<file path="config.mk">
export PLATFORM = sky130hd
export DESIGN_NAME = simple_adder_seq_sv
export DESIGN_NICKNAME = d
export VERILOG_FILES = /design/src/rtl/simple_adder_seq_sv.sv
export SDC_FILE = /design/constraint.sdc
export NUM_CORES = 1
export LEC_CHECK = 0
export BUFFER_PORTS_ARGS = -buffer_cell sky130_fd_sc_hd__buf_4
export CAP_MARGIN = 10
export CELL_PAD_IN_SITES_DETAIL_PLACEMENT = 1
export CELL_PAD_IN_SITES_GLOBAL_PLACEMENT = 1
export CORE_UTILIZATION = 39
export CTS_CLUSTER_SIZE = 16
export DETAILED_ROUTE_END_ITERATION = 12
export PLACE_DENSITY = 0.75
export SLEW_MARGIN = 10
export SYNTH_ARGS = -nofsm -noshare
export SYNTH_HDL_FRONTEND = slang
export SYNTH_SLANG_ARGS = --single-unit
</file>
<file path="constraint.sdc">
create_clock -name clk -period 2 [get_ports clk]
set_input_delay 0.3 -clock clk [delete_from_list [all_inputs] [get_ports clk]]
set_output_delay 0.3 -clock clk [all_outputs]
set_load 0.01 [all_outputs]
</file>
<file path="src/rtl/simple_adder_seq_sv.sv">
// -----------------------------------------------------------------------------
// simple_adder_seq_sv
//
// Sequencing stage placed directly upstream of a W-bit combinational adder.
// Operand words arrive one at a time over a valid/ready handshake. Each
// consecutive pair of words becomes x_0 and x_1. The pair is held in registers
// that drive the adder. One cycle later the adder's sum and the carry-out are
// captured, then offered downstream over a second valid/ready handshake.
// A modulo-2^CW counter records how many results have been handed off.
//
// Ports:
//   clk         system clock, rising-edge active
//   resetn      asynchronous active-low reset
//   in_data     operand word (W bits)
//   in_valid    in_data is valid
//   in_ready    block accepts an operand this cycle (LOAD0/LOAD1 only)
//   add_x_0     registered first operand, to adder x_0
//   add_x_1     registered second operand, to adder x_1
//   add_result  adder sum, combinational from add_x_0/add_x_1
//   out_data    registered sum
//   out_carry   unsigned carry-out of add_x_0 + add_x_1
//   out_valid   out_data/out_carry valid
//   out_ready   downstream accepts the result
//   op_cnt      results handed off, modulo 2^CW
// -----------------------------------------------------------------------------
module simple_adder_seq_sv #(
    parameter int W  = 8,
    parameter int CW = 8
) (
    input  logic          clk,
    input  logic          resetn,
    input  logic [W-1:0]  in_data,
    input  logic          in_valid,
    output logic          in_ready,
    output logic [W-1:0]  add_x_0,
    output logic [W-1:0]  add_x_1,
    input  logic [W-1:0]  add_result,
    output logic [W-1:0]  out_data,
    output logic          out_carry,
    output logic          out_valid,
    input  logic          out_ready,
    output logic [CW-1:0] op_cnt
);

    typedef enum logic [1:0] {
        LOAD0 = 2'd0,
        LOAD1 = 2'd1,
        CALC  = 2'd2,
        HOLD  = 2'd3
    } state_t;

    state_t        state_q,     state_d;
    logic [W-1:0]  add_x_0_q,   add_x_0_d;
    logic [W-1:0]  add_x_1_q,   add_x_1_d;
    logic [W-1:0]  out_data_q,  out_data_d;
    logic          out_carry_q, out_carry_d;
    logic          out_valid_q, out_valid_d;
    logic [CW-1:0] op_cnt_q,    op_cnt_d;

    logic in_accept;
    logic out_accept;

    // in_ready depends only on the state register and the reset pin, never on
    // in_valid. Gating with resetn keeps it low while the block is held in reset.
    assign in_ready   = resetn && ((state_q == LOAD0) || (state_q == LOAD1));
    assign in_accept  = in_valid && in_ready;
    assign out_accept = out_valid_q && out_ready;

    always_comb begin
        // NOTE: every signal driven here gets a default first, so that no path
        // through the case leaves a value unassigned and infers a latch.
        state_d     = state_q;
        add_x_0_d   = add_x_0_q;
        add_x_1_d   = add_x_1_q;
        out_data_d  = out_data_q;
        out_carry_d = out_carry_q;
        out_valid_d = out_valid_q;
        op_cnt_d    = op_cnt_q;

        unique case (state_q)
            LOAD0: begin
                if (in_accept) begin
                    add_x_0_d = in_data;
                    state_d   = LOAD1;
                end
            end
            LOAD1: begin
                if (in_accept) begin
                    add_x_1_d = in_data;
                    state_d   = CALC;
                end
            end
            CALC: begin
                out_data_d  = add_result;
                // A modulo-2^W sum is smaller than an operand only if it wrapped.
                out_carry_d = (add_result < add_x_0_q);
                out_valid_d = 1'b1;
                state_d     = HOLD;
            end
            HOLD: begin
                if (out_accept) begin
                    out_valid_d = 1'b0;
                    op_cnt_d    = op_cnt_q + CW'(1);
                    state_d     = LOAD0;
                end
            end
            default: state_d = LOAD0;
        endcase
    end

    // NOTE: sequential state uses non-blocking assignments only. Every flop then
    // samples its pre-edge inputs, whatever order the simulator evaluates in.
    always_ff @(posedge clk or negedge resetn) begin
        if (!resetn) begin
            state_q     <= LOAD0;
            add_x_0_q   <= '0;
            add_x_1_q   <= '0;
            out_data_q  <= '0;
            out_carry_q <= 1'b0;
            out_valid_q <= 1'b0;
            op_cnt_q    <= '0;
        end else begin
            state_q     <= state_d;
            add_x_0_q   <= add_x_0_d;
            add_x_1_q   <= add_x_1_d;
            out_data_q  <= out_data_d;
            out_carry_q <= out_carry_d;
            out_valid_q <= out_valid_d;
            op_cnt_q    <= op_cnt_d;
        end
    end

    assign add_x_0   = add_x_0_q;
    assign add_x_1   = add_x_1_q;
    assign out_data  = out_data_q;
    assign out_carry = out_carry_q;
    assign out_valid = out_valid_q;
    assign op_cnt    = op_cnt_q;

endmodule
</file>
==> qor.txt <==
Ys flop type = dfrtp_1
Drc violations = 0
Worst Path Arrival = 1.46 ns
Root Buffer = clkbuf_8
Power density over the cells = 1538 mW/mm2
Hpwl dp = 3217 um
All-Layer GR Usage = 0.1972
Routability cong. = 0.7401
Top cell type's share of synthesized area = 0.5349
Top delay family on crit path = flip-flops
Max Fclk = 569.2 MHz
Measured slew at the worst slew-check pin = 0.5440 ns
Worst reg2reg path endpoint = state_q[1]$_DFFE_PN0P_
H-Tree Depth = 2
Pleak = 1.114 nW
Remaining global-route overflow = 0
CP endpoint kind = output pin
Core ar. = 0.004086 mm2
Synth warn = 0
Largest stage delay on the critical path = 0.41 ns
Worst setup SP type = register
Row cnt = 23
Ranking of synthesized cells by area = dfrtp_1 (53%), mux2_2 (17%), ha_1 (8.9%), inv_1 (2.7%), xnor2_1 (2.6%)
Fraction of registers with async set/reset = 1.000
Synth Net Count = 158
CP max FO = 3
Setup TNS = 0 ns
Commonest cells post-synth = dfrtp_1 (36), mux2_2 (25), ha_1 (12), inv_1 (12), nand3_1 (7)
Critical path cell sequence = inv_1 > ha_1 > nor2_1 > nor2b_1 > buf_4
Clk_skew = 0.005990 ns
Most common cell in the netlist = dfrtp_1
Vias per cell = 5.063
Critical Path Source = state_q[0]$_DFFE_PN0P_
Layout area overhead = 34.03%
Worst relative slew slack = 0.6373
ANT cells = 0
Peak supply drop = 632.2 uV
Die ar. = 0.004585 mm2
Yosys cell types = 26
Placed instance count = 230
Min-Delay Path Class = input pin to register
Initial antenna violation count = 0
Clock buffer depth = 2
Final cycle utilization of the critical path = 0.8784
Crit path buffers/inverters = 2
Chip Height = 67.72 um
Global-route wire length before repair = 6444 um
Die Span X = 67.72 um
WL final = 4029 um
CTS Buf Count = 5
Cells after synthesis = 126
Req. time, crit path = 1.70 ns
Post-layout minimum cycle time = 1.757 ns
Vias in the first global route = 1359
Wire per inst = 16.86 um
Antenna-violating nets left = 0
Sequential area share after synthesis = 0.5349
RSZ-0062 raised after global routing = false
Layout cell share with drive strength beyond 1 = 0.5079
Area of the mapped netlist = 0.001684 mm2
Clock-pin slew on the worst setup and hold paths = 0.07 ns
Post-synthesis average cell area = 13.37 um2
First-pass DRT Iterations = 4
Slew Limit Fails = 0
Largest net degree at the start of global routing = 30
#FFs+latches synth = 36
Post-CTS setup buffer count = 0
CTS tree = done
Worst Setup EP = in_ready
Max Cap Viol = 0
Clk_lat worst skew = 0.28 ns
Hold Fails Final Rpt = 0
Status = finished, final reports clean
Post-synth EDFFs = 0
Layout Nets = 220
Reg2reg start = state_q[0]$_DFFE_PN0P_
DR vias = 1210
CP Depth = 5
Number of port buffers = 54
Cells on worst reg2reg path = 6
CP max-delay cell = dfrtp_1
Ports = 55
Synth area leader = dfrtp_1
CP Class = register to output pin
Final setup viols = 0
Non-Filler Instances = 239
Setup slack, reg-to-reg = 0.41 ns
Fill count = 450
Sink Count = 36
DR iter-0 viols = 51
Initial core utilization = 0.4121
-- how the worst min path moves through the flow --
stage | start | to | slack, ns | cells after the start
2_1_floorplan | resetn | add_x_0[0]$_DFFE_PN0P_ | 0.004 | 0
5_1_grt | add_result[0] | out_data[0]$_DFFE_PN0P_ | 0.25 | 2
4_1_cts | in_data[1] | add_x_0[1]$_DFFE_PN0P_ | 0.25 | 2
3_5_place_dp | resetn | out_carry$_DFFE_PN0P_ | 0.16 | 1
3_3_place_gp | resetn | out_carry$_DFFE_PN0P_ | 0.15 | 1
6_report | in_data[7] | add_x_0[7]$_DFFE_PN0P_ | 0.26 | 2
-- timing repair --
| item | 4_1_cts | 5_1_grt |
|---|---|---|
| hold endpoints to repair | 7 | 0 |
| gates resized for setup | 0 | 0 |
| hold buffers | 1 | 0 |
-- final cells by class --
| class | instances | area, um2 | share of cell area |
|---|---|---|---|
| clock buffer | 6 | 82.58 | 0.03659 |
| clock inverter | 2 | 10.01 | 0.004435 |
| inverter | 12 | 45.04 | 0.01996 |
| multi-input combinational | 77 | 733.2 | 0.3248 |
| sequential | 36 | 900.9 | 0.3991 |
| tap | 50 | 62.56 | 0.02772 |
| timing repair buffer | 56 | 422.9 | 0.1874 |
-- kinds of logic after synthesis --
| kind of cell | count (synthesis) | share of synthesized area |
|---|---|---|
| AO/OA/AOI/OAI | 7 | 0.03195 |
| XOR/XNOR | 7 | 0.03640 |
| adder cells (fa/ha/maj) | 12 | 0.08915 |
| buffers and inverters | 13 | 0.02971 |
| flip-flops | 36 | 0.5349 |
| multiplexers | 27 | 0.1798 |
| AND/OR/NAND/NOR | 24 | 0.09806 |
-- through the flow --
stage | utilization | setup WS (ns) | power [mW] | hold slack [ns] | area, um2
after global routing | 0.5524 | 0.1887 | 3.723 | 0.2514 | 2257
after floorplan | - | 0.5867 | 2.183 | 0.004409 | 1684
after global placement | 0.5273 | 0.5387 | 2.842 | 0.1490 | 2155
after detailed placement | 0.5273 | 0.4244 | 2.990 | 0.1564 | 2155
after CTS | 0.5524 | 0.2393 | 3.528 | 0.2515 | 2257
final | 0.5524 | 0.2433 | 3.471 | 0.2565 | 2257
-- per-layer routing --
| layer | wire (um) | vias up | global-route usage |
|---|---|---|---|
| met3 | 142 | 11 | 0.03209 |
| met4 | 95 | 0 | 0.1037 |
| met2 | 2194 | 32 | 0.3465 |
| met1 | 1597 | 611 | 0.2271 |
| met5 | 0 | - | 0 |
| li1 | - | 556 | - |
-- where the power goes --
part	total [mW]	switching [mW]	internal [mW]	leakage, nW
registers	1.33	0.263	1.06	0.436
clock network	0.529	0.255	0.275	0.0510
logic	1.62	0.740	0.876	0.627
total	3.47	1.26	2.21	1.11
-- layout by cell type (no fill, tap or decap) --
cell type      netlist  layout
a2111oi_2            1       1
a21oi_1              2       2
a21oi_2              1       1
and3_1               1       1
and4b_1              1       1
buf_4                0      55
clkbuf_8             0       6
clkinv_2             0       2
dfrtp_1             36      36
dlygate4sd3_1        0       1
ha_1                12      12
inv_1               12      12
mux2_1               1       1
mux2_2              25      25
mux2i_1              1       1
nand2_1              3       3
nand2b_4             1       1
nand3_1              7       7
nand3_2              2       2
nand3_4              1       1
nor2_1               3       3
nor2_4               2       2
nor2b_1              2       2
nor3_1               1       1
o21ai_0              1       1
o22ai_1              1       1
o311ai_1             1       1
xnor2_1              5       5
xor2_1               2       2
-- state kept, by name (all words and copies together) (netlist names) --
signal	flops
op_cnt	8
add_x_0	8
state_q	2
add_x_1	8
out_carry	1
out_data	8
out_valid	1
Note: power is estimated with default switching activity, not from simulation.
